[src/rtl/hamming74_serial_tx.sv]
// Hamming(7,4) encoder with a UART-style serial transmitter (start, 7 code bits LSB first, stop).
// Optional error injection on the accepted codeword is enabled by defining ERR_INJECT_EN.
module hamming74_serial_tx #(
  parameter int CLKS_PER_BIT = 234
) (
  input  logic       clk,
  input  logic       rst_n,
  input  logic [3:0] i,
  input  logic       in_valid,
  output logic       in_ready,
  input  logic [2:0] err_pos,
  output logic       tx,
  output logic [6:0] code,
  output logic       busy,
  output logic       done
);

  localparam int CW = (CLKS_PER_BIT > 2) ? $clog2(CLKS_PER_BIT) : 1;
  localparam logic [CW-1:0] LAST     = CW'(CLKS_PER_BIT - 1);
  localparam logic [CW-1:0] PRE_LAST = CW'(CLKS_PER_BIT - 2);

  typedef enum logic [1:0] {IDLE, START, DATA, STOP} state_t;

  state_t        state;
  logic [CW-1:0] baud;
  logic [2:0]    bit_idx;
  logic [6:0]    shift;
  logic [6:0]    enc;
  logic [6:0]    mask;
  logic [6:0]    code_acc;
  logic          accept;
  logic          baud_wrap;

  // Hamming position k lives in code[k-1]; parity bits sit at positions 1, 2 and 4.
  always_comb begin
    enc[0] = i[0] ^ i[1] ^ i[3];
    enc[1] = i[0] ^ i[2] ^ i[3];
    enc[2] = i[0];
    enc[3] = i[1] ^ i[2] ^ i[3];
    enc[4] = i[1];
    enc[5] = i[2];
    enc[6] = i[3];
  end

`ifdef ERR_INJECT_EN
  always_comb begin
    mask = 7'h00;
    if (err_pos != 3'd0)
      mask = 7'(7'd1 << (err_pos - 3'd1));
  end
`else
  logic unused_err_pos;
  assign unused_err_pos = ^err_pos;
  assign mask           = 7'h00;
`endif

  assign code_acc  = enc ^ mask;
  assign accept    = in_valid && in_ready;
  assign baud_wrap = (baud == LAST);

  always_ff @(posedge clk or negedge rst_n) begin
    if (!rst_n) begin
      state    <= IDLE;
      baud     <= '0;
      bit_idx  <= 3'd0;
      shift    <= 7'h00;
      code     <= 7'h00;
      tx       <= 1'b1;
      in_ready <= 1'b1;
      busy     <= 1'b0;
      done     <= 1'b0;
    end else begin
      done <= 1'b0;
      case (state)
        IDLE: begin
          if (accept) begin
            state    <= START;
            code     <= code_acc;
            shift    <= code_acc;
            tx       <= 1'b0;
            in_ready <= 1'b0;
            busy     <= 1'b1;
            baud     <= '0;
            bit_idx  <= 3'd0;
          end
        end
        START: begin
          if (baud_wrap) begin
            baud  <= '0;
            state <= DATA;
            tx    <= shift[0];
          end else begin
            baud <= baud + CW'(1);
          end
        end
        DATA: begin
          if (baud_wrap) begin
            baud <= '0;
            if (bit_idx == 3'd6) begin
              state <= STOP;
              tx    <= 1'b1;
            end else begin
              bit_idx <= bit_idx + 3'd1;
              shift   <= shift >> 1;
              tx      <= shift[1];
            end
          end else begin
            baud <= baud + CW'(1);
          end
        end
        STOP: begin
          // done is registered, so it is raised one cycle early to land on the final stop cycle.
          if (baud == PRE_LAST)
            done <= 1'b1;
          if (baud_wrap) begin
            baud     <= '0;
            bit_idx  <= 3'd0;
            state    <= IDLE;
            busy     <= 1'b0;
            in_ready <= 1'b1;
          end else begin
            baud <= baud + CW'(1);
          end
        end
        default: state <= IDLE;
      endcase
    end
  end

endmodule
[config.mk]
export PLATFORM = sky130hd
export DESIGN_NAME = hamming74_serial_tx
export DESIGN_NICKNAME = d
export VERILOG_FILES = /design/src/rtl/hamming74_serial_tx.sv
export SDC_FILE = /design/constraint.sdc
export NUM_CORES = 1
export LEC_CHECK = 0
export ABC_AREA = 1
export CAP_MARGIN = 30
export CORE_MARGIN = 1
export CORE_UTILIZATION = 40
export DETAILED_ROUTE_END_ITERATION = 16
export GPL_ROUTABILITY_DRIVEN = 0
export PLACE_DENSITY = 0.56
export SETUP_SLACK_MARGIN = 0.15
export SYNTH_ARGS = -nofsm -noshare
export SYNTH_HDL_FRONTEND = slang
export SYNTH_SLANG_ARGS = --single-unit
export TNS_END_PERCENT = 100
[constraint.sdc]
create_clock -name clk -period 1.84 [get_ports clk]
set_clock_uncertainty 0.15 [all_clocks]
set_input_delay 0.46 -clock clk [delete_from_list [all_inputs] [get_ports clk]]
set_output_delay 0.46 -clock clk [all_outputs]
set_load 0.02 [all_outputs]
==> results of run 1 <==
==> worst paths after layout <==
check | from | cells past startpoint | endpoint
setup reg to reg | baud[1] | 9 | shift[5]
hold / removal | tx | 2 | tx
max in group asynchronous | rst_n | 2 | tx
setup / recovery | in_ready | 1 | in_ready
min in group asynchronous | rst_n | 2 | state[0]
hold reg to reg | tx | 2 | tx
==> state kept, by name, summed over array words and instances (netlist names), 2 cells and up <==
| signal | count |
|---|---|
| baud | 8 |
| bit_idx | 3 |
| code | 7 |
| shift | 7 |
| state | 2 |
==> Yosys cell counts (all sizes together) <==
master	count
o22ai	3
buf	2
nand2	84
inv	24
nand3	23
nor2	10
xnor2	1
clkbuf	1
a21oi	3
or2	1
ha	10
dfrtp	29
xor2	2
dfstp	2
o21ai	25
nand4	3
==> placed cells by master, fill, tap and decap left out, types with 3 or more instances in the layout <==
master / n
inv_2: 6
o21ai_1: 4
nand3_1: 23
ha_1: 9
clkdlybuf4s50_1: 5
o22ai_1: 3
buf_4: 14
nand2_1: 78
inv_1: 18
o21ai_0: 19
nor2_1: 8
clkbuf_8: 6
dlygate4sd2_1: 9
nand4_1: 3
dfrtp_1: 28
nand2_2: 4
==> timing repair <==
item / in CTS / in global routing
pin swaps: 0 / 4
hold buffers: 0 / 0
setup endpoints to repair: 14 / 16
resized for setup: 14 / 11
setup buffers: 0 / 3
gates cloned: 0 / 0
==> metal layers <==
metal	wire length [µm]	vias to the layer above	global-route usage
li1	-	795	-
met1	1760	657	0.239
met2	1550	31	0.259
met3	164	6	0.0500
met4	57	0	0.0703
met5	0	-	0
==> cell type report <==
class,count,area [µm²],share of cell area
well taps,50,62.6,0.0281
flip-flops and latches,31,779,0.351
inverters,24,90.1,0.0405
clock inverters,2,35.0,0.0158
multi-input cells,165,875,0.393
repair buffers,34,299,0.134
clock buffers,6,82.6,0.0371
==> kinds of logic after synthesis <==
group,synth area share
flops,0.447
compound gates,0.102
buf+inv,0.0596
simple gates,0.305
fa+ha+maj,0.0718
xor+xnor,0.0151
==> power by group through the flow <==
stage	sequential (mW)	clock (mW)	combinational [mW]
finish	0.682	0.694	0.0658
global placement	0.694	0	0.0675
detailed placement	0.694	0	0.0668
CTS	0.681	0.714	0.0671
global route	0.681	0.738	0.0746
floorplan	0.694	0	0.0242
==> metrics by stage <==
step | setup slack (ps) | hold slack (ps)
final | 206 | 311
after global routing | 113 | 340
after CTS | 36.0 | 319
after detailed placement | -81.2 | 304
after global placement | -82.1 | 306
after floorplan | 238 | 14.4
==> reports/metrics.yaml, run 1 <==
outcome: "completed"
period_share: 0.888
p_per_area_nw_per_um2: 648
irDropWorstVdd_mv: 0.377
hp-class: "flop to flop"
p_total_mw: 1.44
cts_root_buffer: "clkbuf_8"
grt_pass1_vias: 1309
path_buf_inv: 1
hpwlAfterDp_mm: 2.54
max_slew_margin: 0.847
clock_path_buffers: 2
drt-pass1-iter-count: 4
fin_area_um2: 2220
cpPeakStageDelay_ps: 560
drc: 0
synth_top_cell_area_share: 0.417
cts.htree.levels: 2
cp_max_fo: 4
drt.antenna.violating_nets: 0
critPathKind: "flop to output port"
clkPwrFrac: 0.481
synth_area_um2: 1740
setup_viol: 0
n_fill_cell: 409
die_w_um: 68.0
syn_avg_cell_area_um2: 7.81
arrival_ps: 1020
final-hold-violation-count: 0
syn_nets: 243
cts_tree: "yes"
port_buffers: 17
dp_cells: 301
numCtsBuffers: 5
critPathRequiredTime_ps: 1230
die_h_um: 68.0
final_cells: 312
cap_violations: 0
layout-drive-gt1-share: 0.187
fp-row-count: 23
synth_seq_cells: 31
fin_crit_ps: 1630
wirelength_mm: 3.54
n_antenna_cell: 0
drtIter0Drc: 62
setup.worst_path.start_class: "flop"
rsz0062_at_grt: "true"
synth_top_area_cell: "dfrtp_1"
switching_share: 0.205
final_nets: 281
timing_max_transition_violations_final: 0
worstSetupEndpointType: "output port"
antenna_found_initial: 0
synth_cells: 223
grt_pass1_wl_mm: 5.96
cpMaxStageDelayCell: "dfstp_2"
seq_power_share: 0.473
area.growth.synth_to_final_pct: 27.7
grt_usage: 0.175
ios: 21
ys_warn_count: 0
p_comb_frac: 0.046
grt_max_degree: 32
internal_power_mw: 1.15
vias: 1489
post_dp_cell_area_um2: 2080
crit_family: "flip-flops"
overflow: 0
tightest_slew_ps: 228
clkTransAtPathRegs_ps: 70
wl_per_cell_um: 11.3
yosysSeqAreaShare: 0.447
netlist_top_cells_area: "dfrtp_1 42%, nand2_1 17%, ha_1 7.2%, nand3_1 6.6%, o21ai_0 5.5%"
r2r_setup_slack_ps: 230
initial_core_util: 0.426
tns_ps: 0
synth.distinct_cells: 23
timing.fmax_ghz: 0.612
p_switching_mw: 0.295
via_per_inst: 4.77
p_leak_nw: 1.21
core_um2: 4090
cts_num_sinks: 31
utilization: 0.544
crit_chain: "clkbuf_2"
worstSkewPairLatency_ps: 290
dieArea_um2: 4620
No activity file was read; power rests on OpenSTA's default activity.
==> inputs of run 2 (changes only) <==
- PLACE_DENSITY: 0.56 -> 0.68
==> run 2 against run 1 <==
  * Clock power down 27%
  * Sequential share of layout area about the same
  * Flip-flop and latch count stayed put
  * Worst setup slack gained 13 ps
  * Final cell count up 0.96%
  * Power down 13%
  * Worst hold slack barely moved
  * Cell area about the same
  * Via count grew 0.54%
  * Register-to-register slack about the same
  * Critical path depth up 8
  * Fmax rose by 0.79%
  * Largest cell class unchanged
  * Largest power group is now sequential cells
==> reports/metrics.yaml, run 2 (synthesized netlist as in run 1, its figures left out) <==
outcome: "completed"
switching_share: 0.224
setup_viol: 0
grt_pass1_vias: 1350
cts_tree: "yes"
drtIter0Drc: 87
p_comb_frac: 0.050
largest_reg_flops: 8
p_per_area_nw_per_um2: 563
initial_core_util: 0.426
arrival_ps: 1640
period_share: 0.881
clock_path_buffers: 2
hold_depth: 2
wl_per_cell_um: 11.4
top_register: "baud"
dieArea_um2: 4620
worstHoldEndpoint: "tx"
cts.htree.levels: 2
cap_violations: 0
ios: 21
die_w_um: 68.0
r2r_cells: 9
cts_root_buffer: "clkbuf_8"
final_cell_mix: "78 x nand2_1, 28 x dfrtp_1, 23 x nand3_1"
worstSkewPairLatency_ps: 280
whs_ps: 311
r2r_setup_slack_ps: 230
drt-pass1-iter-count: 4
max_slew_margin: 0.835
timing_max_transition_violations_final: 0
irDropWorstVdd_mv: 0.213
seq_power_share: 0.544
tightest_slew_ps: 246
overflow: 0
drc: 0
core_um2: 4090
fin_crit_ps: 1620
clkTransAtPathRegs_ps: 60
p_total_mw: 1.25
reg2reg_to: "shift[2]"
top_regs: "baud x8, code x7, shift x7"
via_per_inst: 4.75
r2r-start: "baud[1]"
layout-drive-gt1-share: 0.196
area.growth.synth_to_final_pct: 27.7
grt_max_degree: 32
final_nets: 284
hp-class: "flop to flop"
cts_hold_buf: 0
fp-row-count: 23
clkPwrFrac: 0.406
setup.worst_path.start_class: "input port"
grt_pass1_wl_mm: 5.81
internal_power_mw: 0.972
n_antenna_cell: 0
final_common_cell: "nand2_1"
cts_num_sinks: 31
antenna_found_initial: 0
hpwlAfterDp_mm: 2.55
wirelength_mm: 3.58
timing.fmax_ghz: 0.617
worstSetupEndpointType: "flop"
min-delay-start: "tx"
port_buffers: 17
p_leak_nw: 1.20
drt.antenna.violating_nets: 0
die_h_um: 68.0
cp_max_fo: 6
rsz0062_at_grt: "true"
final-hold-violation-count: 0
critPathRequiredTime_ps: 1860
numCtsBuffers: 5
critPathKind: "input port to flop"
p_switching_mw: 0.281
vias: 1497
grt_usage: 0.172
-- run 2: worst max path at each step --
stage / start / to / slack (ps) / cells after the start
final: in_valid / state[0] / 220 / 9
after global routing: baud[1] / tx / 130 / 10
after detailed placement: in_valid / tx / -60 / 9
after floorplan: state[0] / shift[0] / 240 / 8
after global placement: in_valid / tx / -40 / 9
after CTS: in_ready / in_ready / 80 / 1
-- run 2: cell type report --
class,count,area (µm²)
Timing Repair Buffer,37,332
Clock inverter,1,5.00
Sequential cell,31,779
Tap cell,50,62.6
Fill cell,380,1860
Clock buffer,7,76.3
Multi-Input combinational cell,165,880
Inverter,24,90.1
-- run 2: repair_timing --
item	CTS	global route
setup endpoints to repair	16	17
endpoints found under the hold margin	0	0
pin swaps	0	5
gates resized for setup	14	13
setup buffers	0	6
-- run 2: power by group through the flow --
stage          sequential (mW)  clock, mW  combinational (mW)
2_1_floorplan            0.694          0              0.0242
4_1_cts                  0.682      0.532              0.0645
3_5_place_dp             0.694          0              0.0642
6_report                 0.682      0.508              0.0624
5_1_grt                  0.681      0.563              0.0727
3_3_place_gp             0.694          0              0.0632
-- run 2: metal layers --
layer | vias to the layer above | part of all wire | track usage
met3 | 2 | 0.041 | 0.0567
met4 | 0 | 0.0064 | 0.0807
met1 | 675 | 0.52 | 0.217
li1 | 794 | - | -
met5 | - | 0 | 0
met2 | 26 | 0.43 | 0.263
-- run 2: critical path, stage by stage --
cell and delay (ps):
clkdlybuf4s50_1 480, nand2_1 70, nand2_2 120, buf_6 130
nand2_1 50, inv_1 80, nand3_1 110, nand2_1 90
nand2_1 50
-- run 2: per-stage QoR --
step	std cells	worst slack (ps)	cell area, µm²	setup TNS, ps	utilization
floorplan	223	238	1740	0	-
finish	315	218	2220	0	0.544
detailed placement	301	-59.6	2090	-448	0.512
global route	315	127	2220	0	0.544
CTS	309	76.7	2160	0	0.529
global placement	301	-43.5	2090	-296	0.512
==> inputs of run 3 (changes only) <==
- clock period: 1.84 -> 1.7 ns (I/O delays scaled with it)
==> run 3 against run 2 <==
  * Register-to-register slack worse by 130 ps
  * Power up 9.3%
  * Sequential share of layout area down 3.2 points
  * Core utilization up 5.4 points
  * Global-route usage up 1.4 points
  * Final cell count up 4.4%
  * Critical path type is now flop to flop
  * Largest cell class unchanged
  * Largest power group unchanged
==> reports/metrics.yaml, run 3 (synthesized netlist as in run 1, its figures left out) <==
p_per_area_nw_per_um2: 560
overflow: 0
cts_num_sinks: 31
setup.worst_path.start_class: "flop"
top_layer: "met4"
crit_path_frequent_cell: "nand2_1"
final_nets: 298
worstHoldEndpoint: "shift[5]"
core_um2: 4090
clock_path_buffers: 2
final_cell_mix: "67 x nand2_1, 31 x buf_4, 28 x dfrtp_1"
cp_max_fo: 5
ff_latch_area_um2: 779
dp_cells: 304
cap_violations: 0
wirelength_mm: 4.00
drt.antenna.violating_nets: 0
post_dp_cell_area_um2: 2110
r2r-start: "baud[1]"
timing_max_transition_violations_final: 0
multi_input_area_um2: 1020
drtIter0Drc: 100
setup_viol: 0
max_slew_margin: 0.858
critPathRequiredTime_ps: 1730
port_buffers: 17
grt_usage: 0.186
dieArea_um2: 4620
largest_reg_flops: 8
die_w_um: 68.0
r2r_setup_slack_ps: 100
final-hold-violation-count: 0
p_leak_nw: 1.26
clkTransAtPathRegs_ps: 70
wl_met2_mm: 1.93
wl_per_cell_um: 12.2
final_cells: 329
crit_chain: "inv_2 -> ha_4 -> inv_2 -> nor2_4 -> nand2_4 -> buf_4 -> nand2_1 -> nand3_2 -> nand2_1 -> nand2_1"
critPathKind: "flop to flop"
path_buf_inv: 3
numCtsBuffers: 5
tightest_slew_ps: 211
ios: 21
cts_root_buffer: "clkbuf_8"
min-delay-start: "shift[5]"
reg2reg_to: "state[0]"
top_register: "baud"
timing.fmax_ghz: 0.623
grt_pass1_vias: 1445
wl_met3_um: 157
fp-row-count: 23
irDropWorstVdd_mv: 0.246
n_fill_cell: 363
layout-drive-gt1-share: 0.369
top_regs: "baud x8, code x7, shift x7"
worstSkewPairLatency_ps: 280
fin_area_um2: 2440
drc: 0
outcome: "completed"
hpwlAfterDp_mm: 2.58
hp-class: "flop to flop"
wl_met1_mm: 1.83
cpMaxStageDelayCell: "dfrtp_1"
rsz0062_at_grt: "true"
n_antenna_cell: 0
final_common_cell: "nand2_1"
cts.htree.levels: 2
die_h_um: 68.0
hold_depth: 2
drt-pass1-iter-count: 4
fin_crit_ps: 1600
vias: 1621
crit_family: "simple AND/OR/NAND/NOR gates"
initial_core_util: 0.426
cpPeakStageDelay_ps: 400
grt_max_degree: 32
period_share: 0.943
grt_pass1_wl_mm: 6.37
antenna_found_initial: 0
via_per_inst: 4.93
worstSetupEndpointType: "flop"
r2r_cells: 10
area.growth.synth_to_final_pct: 40.4
arrival_ps: 1630
cts_tree: "yes"
==> run 3: layout make-up <==
cell class / instances / area share
Multi-Input combinational cell: 165 / 0.416
Clock buffer: 7 / 0.0312
Timing Repair Buffer: 51 / 0.168
Sequential cell: 31 / 0.319
Clock inverter: 1 / 0.00205
Tap cell: 50 / 0.0256
Inverter: 24 / 0.0379
==> run 3: layer usage <==
metal	global-route usage	up-vias
li1	-	824
met3	0.0517	6
met5	0	-
met1	0.240	760
met2	0.290	31
met4	0.0755	0
==> run 3: worst max-delay path by stage <==
stage	slack (ps)	to	depth (start not counted)	startpoint
finish	100	state[0]	10	baud[1]
global route	20	state[1]	10	baud[1]
CTS	140	tx	9	in_ready
detailed placement	-170	bit_idx[1]	8	in_valid
global placement	-150	shift[5]	8	in_valid
floorplan	140	shift[0]	7	in_ready
==> run 3: metrics by stage <==
stage,power (mW),setup TNS (ps),util,hold slack (ps),setup WS (ps)
finish,1.37,0,0.598,323,96.1
global route,1.43,0,0.598,356,20.2
CTS,1.39,0,0.569,325,141
detailed placement,0.828,-1780,0.517,309,-166
global placement,0.827,-1660,0.517,304,-154
floorplan,0.778,0,-,-20.6,144
==> run 3: worst min-delay path: stages, from the launching register on <==
cell and delay, ps:
dfrtp_1 340, nand2_1 50, nand2_1 50
==> run 3: where the power goes <==
part	internal (mW)	switching, mW
Sequential	0.738	0
Combinational	0.0327	0.0429
Clock	0.287	0.269
==> run 3: what timing repair did <==
item                       CTS  global route
pin swaps                    7            18
setup buffers               13             4
resized for setup           39            49
hold buffers                 0             0
setup endpoints to repair   25            33
